**src/rtl/outarb_pkg.sv**
```systemverilog
// Shared types and width defaults for the output arbiter.
package outarb_pkg;

   typedef enum logic {IDLE, VALID} state_t;

   localparam int DATA_W_DEF = 32;
   localparam int CNT_W_DEF  = 16;

   function automatic int clog2(input int n);
      int r;
      r = 0;
      while ((1 << r) < n) r++;
      return r;
   endfunction

endpackage

```
**src/rtl/output_arbiter_rr_picker.sv**
```systemverilog
// Combinational winner select: first requester after ptr, wrapping.
// OUTARB_FIXED_PRIO_EN switches to lowest-index-wins and ignores ptr.
module rr_picker
   import outarb_pkg::*;
#(
   parameter int NUM_REQ = 4,
   parameter int IW      = clog2(NUM_REQ)
) (
   input  logic [NUM_REQ-1:0] req,
   input  logic [IW-1:0]      ptr,
   output logic [IW-1:0]      winner,
   output logic               any_req
);

   assign any_req = |req;

`ifdef OUTARB_FIXED_PRIO_EN
   logic unused_ptr;
   assign unused_ptr = ^ptr;

   always_comb begin
      winner = '0;
      for (int i = NUM_REQ - 1; i >= 0; i--)
         if (req[i]) winner = IW'(i);
   end
`else
   int idx;

   // Walk from farthest to nearest slot so the nearest hit after ptr wins.
   always_comb begin
      winner = '0;
      idx    = 0;
      for (int k = NUM_REQ; k >= 1; k--) begin
         idx = (int'(ptr) + k) % NUM_REQ;
         if (req[IW'(idx)]) winner = IW'(idx);
      end
   end
`endif

endmodule

```
**src/rtl/output_arbiter.sv**
```systemverilog
// Arbitrates NUM_REQ producers onto one registered srdy/drdy output.
// Define OUTARB_FIXED_PRIO_EN for fixed priority instead of round-robin.
module output_arbiter
   import outarb_pkg::*;
#(
   parameter int NUM_REQ = 4,
   parameter int DATA_W  = DATA_W_DEF,
   parameter int CNT_W   = CNT_W_DEF
) (
   input  logic                        clk,
   input  logic                        GlobalReset,
   input  logic [NUM_REQ-1:0]          req_srdy,
   input  logic [NUM_REQ*DATA_W-1:0]   req_data,
   output logic [NUM_REQ-1:0]          req_drdy,
   input  logic                        out_drdy,
   output logic                        srdyo,
   output logic [DATA_W-1:0]           data_out,
   output logic [clog2(NUM_REQ)-1:0]   grant_id,
   output logic [CNT_W-1:0]            xfer_count
);

   localparam int IW = clog2(NUM_REQ);

   state_t        state;
   logic [IW-1:0] winner;
   logic [IW-1:0] pick_ptr;
   logic          any_req;
   logic          load;

`ifdef OUTARB_FIXED_PRIO_EN
   assign pick_ptr = '0;
`else
   logic [IW-1:0] ptr;
   assign pick_ptr = ptr;

   always_ff @(posedge clk or negedge GlobalReset) begin
      if (!GlobalReset) ptr <= IW'(NUM_REQ - 1);
      else if (load)    ptr <= winner;
   end
`endif

   rr_picker #(.NUM_REQ(NUM_REQ), .IW(IW)) u_pick (
      .req     (req_srdy),
      .ptr     (pick_ptr),
      .winner  (winner),
      .any_req (any_req)
   );

   // A grant consumes a word only when the output slot is free or draining now.
   assign load  = GlobalReset && any_req && (state == IDLE || out_drdy);
   assign srdyo = (state == VALID);

   always_comb begin
      req_drdy = '0;
      if (load) req_drdy[winner] = 1'b1;
   end

   always_ff @(posedge clk or negedge GlobalReset) begin
      if (!GlobalReset) begin
         state    <= IDLE;
         data_out <= '0;
         grant_id <= '0;
      end else if (load) begin
         state    <= VALID;
         data_out <= req_data[int'(winner)*DATA_W +: DATA_W];
         grant_id <= winner;
      end else if (state == VALID && out_drdy) begin
         state    <= IDLE;
      end
   end

   always_ff @(posedge clk or negedge GlobalReset) begin
      if (!GlobalReset)          xfer_count <= '0;
      else if (srdyo && out_drdy) xfer_count <= xfer_count + 1'b1;
   end

endmodule

```
**config.mk**
```make
export PLATFORM = sky130hd
export DESIGN_NAME = output_arbiter
export DESIGN_NICKNAME = d
export VERILOG_FILES = /design/src/rtl/outarb_pkg.sv /design/src/rtl/output_arbiter_rr_picker.sv /design/src/rtl/output_arbiter.sv
export SDC_FILE = /design/constraint.sdc
export NUM_CORES = 1
export LEC_CHECK = 0
export CAP_MARGIN = 20
export CORE_MARGIN = 2
export CORE_UTILIZATION = 42
export DETAILED_ROUTE_END_ITERATION = 7
export PLACE_DENSITY_LB_ADDON = 0.08
export SETUP_SLACK_MARGIN = 0.5
export SYNTH_ARGS = -nofsm -noshare
export SYNTH_HDL_FRONTEND = slang
export SYNTH_SLANG_ARGS = --single-unit
```
**constraint.sdc**
```tcl
create_clock -name clk -period 6.4 [get_ports clk]
set_input_delay 0.96 -clock clk [delete_from_list [all_inputs] [get_ports clk]]
set_output_delay 0.96 -clock clk [all_outputs]
set_load 0.1 [all_outputs]
```
==> metrics.csv, run 1 <==
metric;value;unit
total track usage;22.1;%
synth unique cells;31;
Final Hold Vio Count;0;
Setup Slack @ Placement;1160;ps
Tcrit/Tclk final;76.2;%
largest net degree at the start of global routing;68;
DP Wirelength;6930;um
FMAX;205;MHz
core area;7690;um2
GRT Residual Overflow;0;
CP startpoint kind;input port;
first-pass GRT wire length;15000;um
CTS Sinks;53;
Die H;92.7;um
cell count after synthesis;313;
Min-Delay Startpoint;xfer_count[15];
RSZ-0062 raised after global routing;no;
initial antenna violation count;0;
post-route setup slack;1520;ps
drt initial violations;105;
pwr dens;381;nW/um2
async set-reset flop share out of synthesis;100;%
vias in the first global route;3093;
Final Setup Violations;0;
Max transition margin;32.4;%
Post-CTS Hold Buffers;0;
PortBufs;189;
crit path kind;in -> out;
Synth Flop Type;dfrtp_1;
Max clock buf depth;2;
Post-Syn Area;3300;um2
WP data required;5440;ps
Avg Inst Size Synth;10.5;um2
drt first pass iters;4;
Hold Crit Class;reg -> reg;
Routed Antenna Nets;0;
Critical R2R Launch;pick_ptr[1];
ANT cells;0;
Seq/Total Area, Yosys;40.3;%
Worst-path clk slew;100;ps
share of cells above drive strength 1;11.1;%
DR DRC count;0;
via total after detailed routing;3173;
hold depth;1;
Slew Limit Fails;0;
Post-synth EDFFs;0;
per-cell routed wire length;16.6;um
CP Max Fanout;40;
Die ar.;8580;um2
Tot Pwr;0.00203;W
cts repair resizes;0;
CTS root buffer;clkbuf_8;
VDD IR max;0.000277;V
post-CTS setup buffers;0;
Worst-Margin Slew;1010;ps
Final TNS setup;0;ps
Critical Path Source;req_srdy[0];
final wirelength;9820;um
I/O Pins;190;
Clk Latency, worst-skew pair;300;ps
RD Place Congestion;0.815;
synth warn;0;
Initial Util;42.9;%
# H-tree levels;2;
# Max-Cap Violations;0;
Leak;2.13;nW
Placement Rows;32;
CTS buffer count;5;
Worst EP arrival;3920;ps
Nets;623;
Final Hold Slack;477;ps
leading area contributor after synthesis;dfrtp_1;
die width;92.7;um
Crit. End Element;primary output;
CTS tree;done;
most common library cells after synthesis;nand3_1, dfrtp_1, mux2i_1;
flops & latches, synth;53;
largest cells by area after synthesis;dfrtp_1, mux2_2, nand3_1;
share of the synthesized area in the top cell type;38.7;%
Via density;5.38;
Tmin final;4880;ps
count leader, synth;nand3_1;
status;finished, final reports clean;
area delta synth->final;61.1;%
Mapped Nets;449;
R2R cell count;6;
Layout Skew;5.03;ps
[state kept, by name (all words and copies together) (netlist names)]
register / count
grant_id: 2
data_out: 32
pick_ptr: 2
xfer_count: 16
srdyo: 1
[stage by stage]
stage                     instances  util, %  instance area (um2)
final                           590     69.2                 5320
after detailed placement        581     67.4                 5180
after global routing            590     69.2                 5320
after global placement          581     67.4                 5180
after floorplan                 313        -                 3300
after CTS                       589     68.9                 5300
[per-layer routing]
metal | track usage [%] | share of wire (%) | up-vias
met5 | 0 | 0 | -
met4 | 6.50 | 1.7 | 0
met3 | 5.86 | 7.1 | 12
met2 | 39.1 | 50 | 140
met1 | 26.2 | 41 | 1502
li1 | - | - | 1519
[final timing paths]
kind | end | slack (ps)
worst max-delay path | req_drdy[3] | 1520
worst min-delay path | xfer_count[15] | 480
worst max register to register | data_out[13] | 3980
worst min register to register | xfer_count[15] | 480
max in group asynchronous | data_out[17] | 5140
min in group asynchronous | xfer_count[7] | 810
[cell usage in the layout (no fill, tap or decap), drive strengths merged, types with 5 or more instances in the layout]
cell type and count:
mux2 33, clkdlybuf4s50 187, nand2 13, mux2i 33, buf 9, a221o 32, nor2 11, nand3 69
clkbuf 5, dfrtp 51, xnor2 12
[critical path, stage by stage]
cell and delay [ps]:
clkdlybuf4s50_1 550, o41a_1 220, and2_2 500, buf_12 270
nand2_1 140, nor2b_1 120, clkdlybuf4s50_1 1140
[power by group]
| group | switching, W | internal [W] |
|---|---|---|
| registers | 0.0000688 | 0.000429 |
| clock network | 0.000115 | 0.000117 |
| logic | 0.000911 | 0.000383 |
[kinds of logic (layout without fill, tap and decap cells)]
family | count (synthesis) | count (layout) | synth area share (%)
buffers and inverters | 30 | 205 | 6.33
multiplexers | 66 | 66 | 21.3
flip-flops | 53 | 53 | 40.3
adder cells (fa/ha/maj) | 1 | 1 | 0.379
AND/OR/NAND/NOR | 111 | 111 | 16.7
XOR/XNOR | 15 | 15 | 3.98
AO/OA/AOI/OAI | 37 | 37 | 11.1
[cell type report]
| type | instances | area, um2 |
|---|---|---|
| Multi-Input combinational cell | 230 | 1790 |
| Timing Repair Buffer | 196 | 1950 |
| Sequential cell | 53 | 1330 |
| Fill cell | 598 | 2370 |
| Clock buffer | 5 | 68.8 |
| Tap cell | 102 | 128 |
| Clock inverter | 3 | 46.3 |
| Inverter | 1 | 3.75 |
Power figures use the tool's default switching activity.
==> run 2, diff against run 1 <==
--- a/config.mk
+++ b/config.mk
@@ -7,7 +7,7 @@
 export LEC_CHECK = 0
 export CAP_MARGIN = 20
 export CORE_MARGIN = 2
-export CORE_UTILIZATION = 42
+export CORE_UTILIZATION = 39
 export DETAILED_ROUTE_END_ITERATION = 7
 export PLACE_DENSITY_LB_ADDON = 0.08
 export SETUP_SLACK_MARGIN = 0.5
==> constraint.sdc (replaced) <==
create_clock -name clk -period 4.65 [get_ports clk]
set_input_delay 0.6975 -clock clk [delete_from_list [all_inputs] [get_ports clk]]
set_output_delay 0.6975 -clock clk [all_outputs]
set_load 0.1 [all_outputs]
==> run 2 against run 1 <==
  * Flip-flop and latch count unchanged
  * Combinational power up 39%
  * Via count down 0.16%
  * Critical path type unchanged
  * Clock skew down 1.5 ps
  * Sequential share of layout area down 0.19 points
  * Hold slack better by 20 ps
  * Critical path depth down 1
  * Setup slack worse by 210 ps
  * Non-clock buffer count up 1
  * Register-to-register slack worse by 1800 ps
  * Final area up 0.75%
  * Global-route usage down 0.64 points
  * Largest power group unchanged
==> metrics.csv, run 2 (synthesis results as in run 1) <==
metric;value;unit;change
WP buf/inv;2;;was 3
most frequent cells in the layout;clkdlybuf4s50_1, nand3_1, dfrtp_1, mux2i_1, a221o_1;;unchanged
Leak;2.16;nW;was 2.13 nW
Worst-Margin Slew;1030;ps;was 1010 ps
slowest stage delay, CP;560;ps;was 1140 ps
Crit. End Element;primary output;;unchanged
DP Area;5200;um2;was 5180 um2
Placement Rows;33;;was 32
area delta synth->final;62.3;%;was 61.1%
Max clock buf depth;2;;unchanged
largest net degree at the start of global routing;68;;unchanged
Tot Pwr;0.00285;W;was 0.00203 W
family with the most delay on the worst path;buffers and inverters;;unchanged
share of cells above drive strength 1;12.1;%;was 11.1%
crit path kind;in -> out;;unchanged
drt first pass iters;4;;unchanged
RD Place Congestion;0.775;;was 0.815
CTS tree;done;;unchanged
VDD IR max;0.000433;V;was 0.000277 V
DP Wirelength;7240;um;was 6930 um
area of the multi-input gates;1800;um2;was 1790 um2
cts repair resizes;0;;unchanged
largest registers;data_out (32), xfer_count (16);;unchanged
WP data required;3950;ps;was 5440 ps
Worst EP arrival;2640;ps;was 3920 ps
Filler cells;687;;was 598
Tmin final;3340;ps;
final wirelength;10100;um;was 9820 um
via total after detailed routing;3168;;was 3173
Initial Util;40.2;%;was 42.9%
die width;96.0;um;was 92.7 um
Final Hold Vio Count;0;;unchanged
pwr dens;531;nW/um2;was 381 nW/um2
Routed Antenna Nets;0;;unchanged
Via density;5.33;;was 5.38
Slew Limit Fails;0;;unchanged
core area;8220;um2;was 7690 um2
DR DRC count;0;;unchanged
# Max-Cap Violations;0;;unchanged
slowest cell on the critical path;clkdlybuf4s50_1;;unchanged
CTS root buffer;clkbuf_8;;unchanged
status;finished, final reports clean;;unchanged
PortBufs;189;;unchanged
max reg flops;32;;unchanged
commonest non-fill, non-tap cell in the layout;clkdlybuf4s50_1;;unchanged
CP startpoint kind;input port;;unchanged
initial antenna violation count;0;;unchanged
CTS Sinks;53;;unchanged
total track usage;21.4;%;was 22.1%
Clk Latency, worst-skew pair;300;ps;about the same
drt initial violations;126;;was 105
Layout Skew;3.49;ps;was 5.03 ps
post-route setup slack;1310;ps;was 1520 ps
post-route cell area;5360;um2;was 5320 um2
Final Setup Violations;0;;unchanged
RSZ-0062 raised after global routing;no;;unchanged
GRT Residual Overflow;0;;unchanged
per-cell routed wire length;16.9;um;was 16.6 um
Post-CTS Hold Buffers;0;;unchanged
Die H;96.0;um;was 92.7 um
Final TNS setup;0;ps;unchanged
first-pass GRT wire length;15300;um;was 15000 um
Biggest register;data_out;;unchanged
Worst-path clk slew;100;ps;about the same
Die ar.;9220;um2;was 8580 um2
Setup Slack @ Placement;753;ps;was 1160 ps
vias in the first global route;3139;;was 3093
post-CTS setup buffers;0;;unchanged
Tcrit/Tclk final;71.8;%;
register area;1330;um2;unchanged
# H-tree levels;2;;unchanged
ANT cells;0;;unchanged
Hold Crit Class;reg -> reg;;unchanged
CTS buffer count;5;;unchanged
Max transition margin;31.1;%;was 32.4%
CP cell instances;clkdlybuf4s50_1 -> o41a_1 -> and2_2 -> nand2_1 -> nor2b_1 -> buf_4;;was clkdlybuf4s50_1 -> o41a_1 -> and2_2 -> buf_12 -> nand2_1 -> nor2b_1 -> clkdlybuf4s50_1
Nets;624;;was 623
FMAX;299;MHz;
CP Max Fanout;26;;was 40
I/O Pins;190;;unchanged
## run 2: cell count changes in the layout (fill, tap and decap cells not counted), sizes merged
cell	before	now
clkdlybuf4s50	187	184
clkinvlp	1	0
buf	9	13
bufinv	1	2
## run 2: cell type report
cell class,count,share of cell area [%]
Timing Repair Buffer,197,36.6
Tap cell,105,2.45
Inverter,1,0.0701
Clock buffer,5,1.28
Clock inverter,3,1.21
Multi-Input combinational cell,230,33.6
Sequential cell,53,24.8
## run 2: power by group
| part | internal, W | total, W | leakage (nW) | switching, W |
|---|---|---|---|---|
| sequential | 0.000591 | 0.000689 | 0.664 | 0.0000975 |
| clock | 0.000214 | 0.000371 | 0.0681 | 0.000157 |
| combinational | 0.000532 | 0.00179 | 1.43 | 0.00125 |
| total | 0.00134 | 0.00285 | 2.16 | 0.00151 |
## run 2: layer usage
metal | vias up | wire (um) | GRT usage (%)
li1 | 1522 | - | -
met1 | 1506 | 3990 | 25.8
met2 | 127 | 5030 | 37.6
met3 | 13 | 860 | 5.40
met4 | 0 | 184 | 6.31
met5 | - | 0 | 0
## run 2: worst paths after layout
kind / start / to / slack (ps) / cells after the start
hold reg to reg: xfer_count[15] / xfer_count[15] / 500 / 1
min in group asynchronous: GlobalReset / xfer_count[5] / 550 / 2
max in group asynchronous: GlobalReset / grant_id[1] / 3630 / 2
hold / removal: xfer_count[15] / xfer_count[15] / 500 / 1
setup reg to reg: pick_ptr[1] / data_out[12] / 2170 / 6
setup / recovery: req_srdy[0] / req_drdy[3] / 1310 / 6
## run 2: through the flow
stage / util (%) / cells / hold WS, ps
after global routing: 65.2 / 594 / 521
after detailed placement: 63.3 / 585 / 479
final: 65.2 / 594 / 497
after global placement: 63.3 / 585 / 462
after CTS: 65.0 / 593 / 510
after floorplan: - / 313 / 402
==> run 3, diff against run 2 <==
==> constraint.sdc (replaced) <==
create_clock -name clk -period 3.4 [get_ports clk]
set_input_delay 0.51 -clock clk [delete_from_list [all_inputs] [get_ports clk]]
set_output_delay 0.51 -clock clk [all_outputs]
set_load 0.1 [all_outputs]
==> run 3 against run 2 <==
  * Flip-flop and latch count stayed put
  * Via count up 2.3%
  * Critical endpoint is now req_drdy[0]
  * Setup slack worse by 700 ps
  * Global-route usage up 1.2 points
  * Die area is the same
  * Clock power grew 16%
  * Clock skew rose by 7.4 ps
  * Largest power group unchanged
  * Sequential share of layout area decreased by 0.27 points
  * Sequential power up 37%
==> metrics.csv, run 3 (synthesis results as in run 1) <==
metric;value;unit;change
DP Wirelength;7460;um;was 7240 um
max reg flops;32;;unchanged
drt first pass iters;4;;unchanged
Final Hold Vio Count;0;;unchanged
P_int;0.00177;W;was 0.00134 W
grt met2 use;40.7;%;was 37.6%
Worst-path clk slew;90;ps;was 100 ps
NetSw;0.00209;W;was 0.00151 W
sequential share of power;24.5;%;was 24.2%
Die ar.;9220;um2;unchanged
DR DRC count;0;;unchanged
crit path kind;in -> out;;unchanged
Biggest register;data_out;;unchanged
Max transition margin;31.8;%;was 31.1%
most frequent cells in the layout;clkdlybuf4s50_1, nand3_1, dfrtp_1, mux2i_1, a221o_1;;unchanged
Worst EP arrival;2280;ps;was 2640 ps
Clk Latency, worst-skew pair;310;ps;was 300 ps
CTS Sinks;53;;unchanged
met3 usage;7.99;%;was 5.40%
VDD IR max;0.000365;V;was 0.000433 V
Placement Rows;33;;unchanged
CP Max Fanout;36;;was 26
# H-tree levels;2;;unchanged
die width;96.0;um;unchanged
Clk pwr share;11.2;%;was 13.0%
commonest non-fill, non-tap cell in the layout;clkdlybuf4s50_1;;unchanged
core area;8220;um2;unchanged
Tcrit/Tclk final;82.1;%;
Hold Crit Class;in -> async;;was reg -> reg
CTS tree;done;;unchanged
Final TNS setup;0;ps;unchanged
Via density;5.45;;was 5.33
Final Setup Violations;0;;unchanged
Worst-Margin Slew;1020;ps;was 1030 ps
Tot Pwr;0.00386;W;was 0.00285 W
Sw Ratio;54.0;%;was 53.0%
Layout Skew;10.9;ps;was 3.49 ps
largest registers;data_out (32), xfer_count (16);;unchanged
RSZ-0062 raised after global routing;no;;unchanged
CP startpoint kind;input port;;unchanged
first-pass GRT wire length;16000;um;was 15300 um
via total after detailed routing;3241;;was 3168
status;finished, final reports clean;;unchanged
post-route setup slack;609;ps;was 1310 ps
Leak;2.17;nW;was 2.16 nW
RD Place Congestion;0.744;;was 0.775
GRT busiest layer;met2;;unchanged
CP cell instances;clkdlybuf4s50_1 -> o41a_1 -> nand2_2 -> buf_6 -> nor3_4 -> buf_12;;was clkdlybuf4s50_1 -> o41a_1 -> and2_2 -> nand2_1 -> nor2b_1 -> buf_4
combinational fraction of design power;64.3;%;was 62.8%
WP data required;2890;ps;was 3950 ps
Setup Slack @ Placement;302;ps;was 753 ps
Initial Util;40.2;%;unchanged
total track usage;22.6;%;was 21.4%
M1 GR Usage;24.8;%;was 25.8%
vias in the first global route;3293;;was 3139
share of cells above drive strength 1;13.3;%;was 12.1%
Tmin final;2790;ps;
I/O Pins;190;;unchanged
Slew Limit Fails;0;;unchanged
Nets;625;;was 624
Max clock buf depth;2;;unchanged
per-cell routed wire length;17.6;um;was 16.9 um
CTS buffer count;5;;unchanged
# Max-Cap Violations;0;;unchanged
pwr dens;712;nW/um2;was 531 nW/um2
slowest stage delay, CP;500;ps;was 560 ps
slowest cell on the critical path;clkdlybuf4s50_1;;unchanged
Crit. End Element;primary output;;unchanged
drt initial violations;78;;was 126
initial antenna violation count;0;;unchanged
ANT cells;0;;unchanged
CTS root buffer;clkbuf_8;;unchanged
Routed Antenna Nets;0;;unchanged
FMAX;358;MHz;
PortBufs;189;;unchanged
final wirelength;10500;um;was 10100 um
GRT Residual Overflow;0;;unchanged
Die H;96.0;um;unchanged
largest net degree at the start of global routing;66;;was 68
area delta synth->final;64.1;%;was 62.3%
run 3: layout make-up:
type | count | area [um2]
fill | 718 | 2800
timing repair buffer | 197 | 2000
multi-input combinational | 231 | 1840
sequential | 53 | 1330
tap | 105 | 131
clock buffer | 6 | 72.6
clock inverter | 2 | 38.8
inverter | 1 | 3.75
run 3: through the flow:
| stage | util, % | hold slack (ps) | std cells | instance area [um2] |
|---|---|---|---|---|
| global route | 65.9 | 419 | 595 | 5420 |
| global placement | 64.3 | 462 | 585 | 5280 |
| floorplan | - | 214 | 313 | 3330 |
| CTS | 65.7 | 400 | 594 | 5400 |
| detailed placement | 64.3 | 471 | 585 | 5280 |
| finish | 65.9 | 377 | 595 | 5420 |
run 3: path summary, 6_finish.rpt:
check                                    start             end  slack (ps)  cells after the start
worst max-delay path               req_srdy[0]     req_drdy[0]         610                      6
worst min-delay path               GlobalReset     data_out[2]         380                      2
worst max register to register     pick_ptr[1]    data_out[17]         930                      6
worst min register to register  xfer_count[15]  xfer_count[15]         480                      1
max in group asynchronous          GlobalReset    data_out[24]        2550                      2
min in group clk                xfer_count[15]  xfer_count[15]         480                      1
run 3: worst max-delay path: cells and delay by family:
| family | cells | cell delay [ps] |
|---|---|---|
| AND/OR/NAND/NOR | 2 | 230 |
| buffers and inverters | 3 | 1010 |
| AO/OA/AOI/OAI | 1 | 500 |
run 3: repair_timing:
action                                  CTS  global route
gates resized for setup                   0             3
hold buffers                              0             0
buffers inserted                          0             1
endpoints found under the setup margin    1             4
pin swaps                                 1             1
gates cloned                              1             0
run 3: power groups by stage:
stage,combinational [W],clock (W),sequential [W]
floorplan,0.000599,0,0.00217
global placement,0.00246,0,0.000946
detailed placement,0.00248,0,0.000952
CTS,0.00250,0.000447,0.000944
global route,0.00258,0.000477,0.000970
finish,0.00248,0.000432,0.000944
run 3: per-layer routing:
layer / share of wire, % / up-vias
met5: 0 / -
met4: 1.7 / 0
met3: 9.7 / 12
met2: 52 / 132
met1: 37 / 1568
li1: - / 1529
